$ cat src/rtl/game_pkg.sv
// Shared game constants and the move scheduler state encoding.
package game_pkg;

  // Entity IDs: ghosts first so they resolve before Pac-Man in a sweep.
  localparam logic [2:0] GHOST0   = 3'd0;
  localparam logic [2:0] GHOST1   = 3'd1;
  localparam logic [2:0] GHOST2   = 3'd2;
  localparam logic [2:0] GHOST3   = 3'd3;
  localparam logic [2:0] PAC_ID   = 3'd4;
  localparam logic [2:0] SEL_NONE = 3'd7;

  // Maze extent; coordinates at or beyond these are outside the maze.
  localparam int MAZE_W = 28;
  localparam int MAZE_H = 31;

  typedef enum logic [2:0] {
    IDLE,
    SCAN,
    SELECT,
    LOOKUP,
    WAIT,
    COMMIT,
    DONE
  } sched_state_t;

  // True when (x, y) addresses a real maze cell.
  function automatic logic in_maze(input logic [4:0] x, input logic [4:0] y);
    return (int'(x) < MAZE_W) && (int'(y) < MAZE_H);
  endfunction

endpackage

$ cat src/rtl/move_scheduler.sv
// Per-step sequencer: walks the enabled entities in ascending ID order,
// does one wall lookup per entity through the shared maze port and
// broadcasts a blocked/clear commit for each.
module move_scheduler
  import game_pkg::*;
#(
  parameter int NUM_ENT  = 5,
  parameter int MAZE_LAT = 2
) (
  input  logic               clock,
  input  logic               reset,
  input  logic               tick,
  input  logic [NUM_ENT-1:0] ent_en,
  input  logic [4:0]         req_x,
  input  logic [4:0]         req_y,
  output logic [2:0]         select,
  output logic               maze_rd,
  output logic [4:0]         maze_x,
  output logic [4:0]         maze_y,
  input  logic               maze_wall,
  output logic               commit,
  output logic [2:0]         commit_id,
  output logic [4:0]         commit_x,
  output logic [4:0]         commit_y,
  output logic               blocked,
  output logic               busy,
  output logic               done,
  output logic [7:0]         overrun_cnt
);

  // idx must be able to hold NUM_ENT itself, which marks the end of a sweep.
  localparam int               IDX_W    = $clog2(NUM_ENT + 1);
  localparam logic [IDX_W-1:0] LAST_IDX = IDX_W'(NUM_ENT);
  localparam logic [2:0]       LAT_LOAD = 3'(MAZE_LAT);

  sched_state_t       state_q;
  logic [NUM_ENT-1:0] mask_q;
  logic [IDX_W-1:0]   idx_q;
  logic [4:0]         cap_x_q;
  logic [4:0]         cap_y_q;
  logic               oob_q;
  logic [2:0]         wait_q;
  logic [2:0]         select_q;
  logic               maze_rd_q;
  logic [4:0]         maze_x_q;
  logic [4:0]         maze_y_q;
  logic               commit_q;
  logic [2:0]         commit_id_q;
  logic [4:0]         commit_x_q;
  logic [4:0]         commit_y_q;
  logic               blocked_q;
  logic               busy_q;
  logic               done_q;
  logic [7:0]         overrun_q;

  // Sweep FSM. Every output is a register, so each strobe is loaded on the
  // edge that enters the state it belongs to: maze_rd is loaded leaving
  // SELECT (visible in LOOKUP), commit is loaded leaving LOOKUP/WAIT
  // (visible in COMMIT), done is loaded leaving the final SCAN.
  always_ff @(posedge clock) begin
    if (reset) begin
      state_q     <= IDLE;
      mask_q      <= '0;
      idx_q       <= '0;
      cap_x_q     <= '0;
      cap_y_q     <= '0;
      oob_q       <= 1'b0;
      wait_q      <= '0;
      select_q    <= SEL_NONE;
      maze_rd_q   <= 1'b0;
      maze_x_q    <= '0;
      maze_y_q    <= '0;
      commit_q    <= 1'b0;
      commit_id_q <= '0;
      commit_x_q  <= '0;
      commit_y_q  <= '0;
      blocked_q   <= 1'b0;
      busy_q      <= 1'b0;
      done_q      <= 1'b0;
    end else begin
      maze_rd_q <= 1'b0;
      commit_q  <= 1'b0;
      done_q    <= 1'b0;
      case (state_q)
        IDLE: begin
          if (tick) begin
            mask_q  <= ent_en;
            idx_q   <= '0;
            busy_q  <= 1'b1;
            state_q <= SCAN;
          end
        end
        SCAN: begin
          if (idx_q == LAST_IDX) begin
            done_q   <= 1'b1;
            select_q <= SEL_NONE;
            state_q  <= DONE;
          end else if (mask_q[idx_q]) begin
            select_q <= 3'(idx_q);
            state_q  <= SELECT;
          end else begin
            idx_q <= idx_q + IDX_W'(1);
          end
        end
        SELECT: begin
          // The move logic presents its request during this cycle, so the
          // range check and lookup address come straight from req_x/req_y.
          cap_x_q <= req_x;
          cap_y_q <= req_y;
          if (in_maze(req_x, req_y)) begin
            maze_rd_q <= 1'b1;
            maze_x_q  <= req_x;
            maze_y_q  <= req_y;
            oob_q     <= 1'b0;
          end else begin
            oob_q <= 1'b1;
          end
          state_q <= LOOKUP;
        end
        LOOKUP: begin
          if (oob_q) begin
            commit_q    <= 1'b1;
            commit_id_q <= 3'(idx_q);
            commit_x_q  <= cap_x_q;
            commit_y_q  <= cap_y_q;
            blocked_q   <= 1'b1;
            state_q     <= COMMIT;
          end else begin
            wait_q  <= LAT_LOAD;
            state_q <= WAIT;
          end
        end
        WAIT: begin
          if (wait_q == 3'd1) begin
            // Last wait cycle: maze_wall is valid now and goes straight
            // into the verdict register.
            commit_q    <= 1'b1;
            commit_id_q <= 3'(idx_q);
            commit_x_q  <= cap_x_q;
            commit_y_q  <= cap_y_q;
            blocked_q   <= maze_wall;
            state_q     <= COMMIT;
          end else begin
            wait_q <= wait_q - 3'd1;
          end
        end
        COMMIT: begin
          oob_q   <= 1'b0;
          idx_q   <= idx_q + IDX_W'(1);
          state_q <= SCAN;
        end
        DONE: begin
          busy_q  <= 1'b0;
          state_q <= IDLE;
        end
        default: begin
          state_q <= IDLE;
        end
      endcase
    end
  end

  // Count ticks that arrive while a sweep is running, saturating at 255.
  always_ff @(posedge clock) begin
    if (reset) begin
      overrun_q <= '0;
    end else if (tick && busy_q && (overrun_q != 8'hFF)) begin
      overrun_q <= overrun_q + 8'd1;
    end
  end

  assign select      = select_q;
  assign maze_rd     = maze_rd_q;
  assign maze_x      = maze_x_q;
  assign maze_y      = maze_y_q;
  assign commit      = commit_q;
  assign commit_id   = commit_id_q;
  assign commit_x    = commit_x_q;
  assign commit_y    = commit_y_q;
  assign blocked     = blocked_q;
  assign busy        = busy_q;
  assign done        = done_q;
  assign overrun_cnt = overrun_q;

endmodule

$ cat config.mk
export PLATFORM = sky130hd
export DESIGN_NAME = move_scheduler
export DESIGN_NICKNAME = d
export VERILOG_FILES = /design/src/rtl/game_pkg.sv /design/src/rtl/move_scheduler.sv
export SDC_FILE = /design/constraint.sdc
export NUM_CORES = 1
export LEC_CHECK = 0
export BUFFER_PORTS_ARGS = -buffer_cell sky130_fd_sc_hd__buf_2
export CAP_MARGIN = 10
export CORE_AREA = 2 2 71 140
export CTS_BUF_LIST = sky130_fd_sc_hd__clkbuf_16
export DETAILED_ROUTE_END_ITERATION = 12
export DIE_AREA = 0 0 73 142
export GPL_TIMING_DRIVEN = 0
export PLACE_DENSITY = 0.48
export RECOVER_POWER = 25
export SLEW_MARGIN = 20
export SYNTH_ARGS = -nofsm -noshare
export SYNTH_HDL_FRONTEND = slang
export SYNTH_SLANG_ARGS = --single-unit
$ cat constraint.sdc
create_clock -name clock -period 1.7 [get_ports clock]
set_input_delay 0.17 -clock clock [delete_from_list [all_inputs] [get_ports clock]]
set_output_delay 0.17 -clock clock [all_outputs]
set_load 0.01 [all_outputs]
# == After elaboration in Yosys (flattened, before gate mapping) ==
# Index checks and enable logic that the tools add are counted.
# op_classes
addsub,3
magnitude_cmp,3
n_eq_ne,17
muxes,38
n_bitwise,2
n_reduce_logical,19
# ops
cell,count
3-bit 2-to-1 mux,13
5-bit 2-to-1 mux,4
5-bit one-hot mux with 2 select lines,2
3-bit one-hot mux with 6 select lines,1
"2-bit inequality test, second input constant",7
"3-bit equality test, second input constant",4
3-bit one-hot mux with 2 select lines,2
"5-bit < comparator, second input constant",2
1-bit 2-to-1 mux,10
3-bit one-hot mux with 3 select lines,1
3-bit AND reduction,3
"8-bit by 1-bit adder with 8-bit output, second input constant",1
"8-bit inequality test, second input constant",1
1-bit one-hot mux with 2 select lines,4
2-bit AND reduction,4
2-bit nonzero test,4
"3-bit by 1-bit equality test with 1-bit output, second input constant",2
"3-bit by 2-bit equality test with 1-bit output, second input constant",2
"3-bit by 4-bit < comparator with 1-bit output, second input constant",1
4-bit AND reduction,1
2-bit OR reduction,2
"3-bit by 1-bit adder with 3-bit output, second input constant",1
1-bit binary-select mux with 3-bit select,1
1-bit logical AND,3
5 further kinds,6
# totals
ff_bits,64
wordCells,101

# == Logic depth before layout (Yosys ltp) ==
# logic_depth
depth_word,5
depth_mapped,7
ltp_nobuf,6

# == Worst setup path before layout ==
# Ideal clock, no wire load.
# synth_timing
kind,register to register
start,register state_q[0]
end,register wait_q[0]
arrival_time_ns,1.522
t_required_ns,1.621
slack_ns,0.098
stages_incl_launch_ff,7
n_path_buf,2
synth_period_minus_slack_ns,1.602
cell_sequence,dfxtp_1 buf_4 and3b_1 a32o_1 buf_6 or3_1 a211oi_2
# synth_via
elab_chain_cells,3
# synth_rtl
item,line_no,text
"start, declared",move_scheduler.sv:36,sched_state_t state_q;
"start signal, assigned",move_scheduler.sv:62,state_q <= IDLE;
"start signal, assigned",move_scheduler.sv:90,state_q <= SCAN;
"start signal, assigned",move_scheduler.sv:97,state_q <= DONE;
3-bit equality test / 3-bit by 2-bit equality test with 1-bit output (equally long branches),move_scheduler.sv:84,case (state_q)
2-bit inequality test (no line) / 2-bit nonzero test (equally long branches),n/a,
3-bit AND reduction (no line),n/a,
"end signal, assigned",move_scheduler.sv:144,wait_q <= wait_q - 3'd1;
"end, declared",move_scheduler.sv:42,logic [2:0] wait_q;
# Several ways; a longest one is shown, not always the timed one.
# A chain may end at the register's enable or synchronous reset.

# == Worst setup path in the final report ==
# Same ends and word-level chain as after synthesis.

==> flow_metrics.tcl <==
set metrics [dict create \
    drcViolationCount 0 \
    synth_area_mm2 0.00270 \
    drt_iter0_markers 90 \
    clk_latency_ns 0.33 \
    crit_top_cell "buf_6" \
    rows 50 \
    setup_viol_count_final 0 \
    run_status "complete, no violations" \
    power.total_mw 3.65 \
    busiest_layer "met2" \
    synth-seq-cells 64 \
    yosys.area_share.xor_xnor_pct 1.95 \
    yosysWarnings 0 \
    clock_path_buffers 2 \
    numCtsBuffers 9 \
    finalInstanceArea_mm2 0.00356 \
    power.density_mw_per_mm2 1030 \
    r2r_cells 6 \
    synth_cell_type_count 49 \
    n_antenna_cell 0 \
    place.gp.congestion 0.834 \
    grt_max_degree 11 \
    maxCapViolations 0 \
    dp_hpwl_mm 5.19 \
    r2r-end "wait_q[0]" \
    synthCells 288 \
    crit_arrival_ns 1.94 \
    slowest_delay_ns 0.35 \
    min_period_ns 1.69 \
    yosysSeqAreaShare_pct 47.5 \
    postRouteAntennaNets 0 \
    die_h_um 142 \
    grt_pass1_vias 2303 \
    synth-edff-count 0 \
    multi_input_area_mm2 0.00140 \
    fill_cells 949 \
    r2r_slack_ns 0.01 \
    synthArstFlopShare_pct 0 \
    crit_cells 6 \
    avgSynthCellArea_um2 9.36 \
    cts_hold_buffers 0 \
    crit_required_ns 1.95 \
    wire_per_inst_um 15.4 \
    final-hold-violation-count 0 \
    r2r_start "state_q[0]" \
    antenna_found_initial 0 \
    synth_adder_area_share_pct 2.32 \
    grt_util_met1_pct 16.4 \
    hold_depth 3 \
    gr-usage-met2_pct 25.4 \
    drt_wl_total_mm 7.27 \
    cp_slowest_cell "or3_4" \
    cpLargestDelayFamily "simple AND/OR/NAND/NOR gates" \
    die_w_um 73 \
    vias 2345 \
    syn_to_final_growth_pct 31.9 \
    drive_gt1_share_pct 25.6 \
    use_met3_pct 3.47 \
    grt_setup_unrepaired "yes" \
    synth_top_family_by_area "simple AND/OR/NAND/NOR gates" \
    cp_max_fo 5 \
    worstSetupPathType "reg -> reg" \
    placed_cell_area_mm2 0.00311 \
    synth_mux_area_share_pct 9.10 \
    min_period_over_period_pct 99.2 \
    clkSlewWorstSetupHoldPaths_ns 0.05 \
    cts_max_level 3 \
    final-max-slew-violation-count 0 \
    core-area_mm2 0.00932 \
    hold_end "mask_q[1]" \
    max_slew.worst_pin.slew_ns 0.560 \
    grt_util_all_layers_pct 15.0 \
    hold_class "in -> reg" \
    fmax_ghz 0.593 \
    ios 58 \
    cts_sinks 64 \
    grt-ovfl-total 0 \
    crit_buf_inv 2 \
    cts_tree "done" \
    crit_chain "buf_6, and3b_2, a32o_2, buf_6, or3_4, a211oi_2" \
    min-delay-start "ent_en[1]" \
    final_nets 387 \
    power_leakage_nw 1.39 \
    dr.pass1.iters 4 \
    slew_headroom_pct 62.6 \
    synthSimpleGateAreaFrac_pct 18.8 \
    irDropWorstVdd_mv 0.596 \
    cts_root_buf "clkbuf_16" \
    regArea_mm2 0.00129 \
    portBuffers 57 \
    dieArea_mm2 0.0104 \
    vias_per_cell 4.98 \
    synth_nets 312 \
    synth_compound_area_share_pct 16.1 \
    crit_path_start_kind "flip-flop" \
    end_kind "flip-flop" \
    grt_pass1_wl_mm 11.6 \
    start_util_pct 28.9 \
    skew_ns 0.00494 \
    synth_flop_cell "dfxtp_1" \
]
## stage by stage
stage	hold WS, ns	cells	utilization [%]	setup slack [ns]	TNS [ns]
detailed placement	0.413	449	33.4	-0.269	-6.07
CTS	0.0607	463	37.2	0.00282	0
global placement	0.407	449	33.4	-0.240	-5.23
finish	0.0689	471	38.1	0.0143	0
global route	0.0718	471	38.1	-0.0362	-0.0612
floorplan	0.303	288	-	0.0985	0
## cells in the final DEF (no fill, tap or decap), types with 2 or more instances in the layout
master	count
and2_1	3
a21oi_1	16
nand2b_1	5
clkbuf_16	9
mux2i_1	20
clkinv_2	3
nor3b_2	2
o211a_1	2
xnor2_1	6
ha_1	5
buf_1	4
nand2_1	31
nand3_1	5
mux2_2	2
a2bb2oi_1	2
a21oi_2	2
nor2b_1	4
or2_2	4
dfxtp_2	4
a22o_1	10
a211oi_1	2
dfxtp_1	59
buf_4	9
buf_6	6
nor3_1	2
inv_1	9
o32ai_2	2
a211oi_2	2
o21ai_0	7
buf_2	35
nor2_1	34
clkbuf_1	27
a2111oi_1	2
and3_1	2
## state kept, by name, indices dropped and copies added (netlist names), 5 cells and up
register,cells
cap_x_q,5
cap_y_q,5
commit_x,5
commit_y,5
mask_q,5
maze_x,5
maze_y,5
overrun_cnt,8
## worst min-delay path: stages
cell and delay, ns:
buf_2 0.07, mux2i_1 0.05, nor2_1 0.07
## cell usage after synthesis, drive strengths merged (3+ instances only)
| cell | instances | area (um2) |
|---|---|---|
| xnor2 | 6 | 52.6 |
| mux2i | 20 | 200 |
| nor2b | 4 | 25.0 |
| nand2 | 31 | 116 |
| nand3 | 5 | 25.0 |
| clkbuf | 6 | 22.5 |
| nor3b | 4 | 30.0 |
| a211oi | 4 | 35.0 |
| nor2 | 34 | 128 |
| a22o | 10 | 87.6 |
| or2 | 4 | 25.0 |
| nand2b | 6 | 37.5 |
| o21ai | 8 | 40.0 |
| a2111oi | 4 | 35.0 |
| inv | 8 | 30.0 |
| dfxtp | 64 | 1280 |
| a21oi | 18 | 90.1 |
| and2 | 3 | 18.8 |
| buf | 11 | 61.3 |
| ha | 5 | 62.6 |
## how the worst max path moves through the flow
stage | slack, ns | from | end
3_3_place_gp | -0.24 | state_q[1] | maze_y[2]
6_report | 0.01 | state_q[0] | wait_q[0]
4_1_cts | 0.003 | state_q[0] | wait_q[0]
5_1_grt | -0.04 | state_q[0] | wait_q[0]
3_5_place_dp | -0.27 | state_q[1] | maze_y[1]
2_1_floorplan | 0.1 | state_q[0] | wait_q[0]
## cell families (layout without fill, tap and decap cells)
family	count (synthesis)	in the layout
and+or+nand+nor	104	104
muxes	23	23
adders and majority gates	5	5
DFF	64	64
xor gates and xnor gates	6	6
buffers and inverters	25	104
AOI/OAI and AO/OA	61	61
## per-layer routing
metal,vias to the layer above,share of wire (%)
met2,56,54
met4,0,2.9
met3,13,3.5
met5,-,0
met1,1115,39
li1,1161,-
## what timing repair did
action | in CTS | in global routing
endpoints found under the setup margin | 45 | 23
cloned | 0 | 0
pin swaps | 1 | 2
resized for setup | 18 | 18
buffers inserted | 2 | 8
## power breakdown
| group | switching (mW) | internal [mW] | total, mW |
|---|---|---|---|
| Sequential | 0.0303 | 1.54 | 1.57 |
| Combinational | 0.170 | 0.144 | 0.314 |
| Clock | 0.660 | 1.11 | 1.77 |
| Total | 0.860 | 2.79 | 3.65 |
## area by class of cell
cell class	count	area share [%]
plain buffers	14	2.60
clock inverters	6	1.48
inverters	8	0.844
well taps	104	3.66
flip-flops and latches	64	36.3
repair buffers	67	9.39
multi-input cells	199	39.4
clock buffers	9	6.33
No activity file was read; power rests on OpenSTA's default activity.
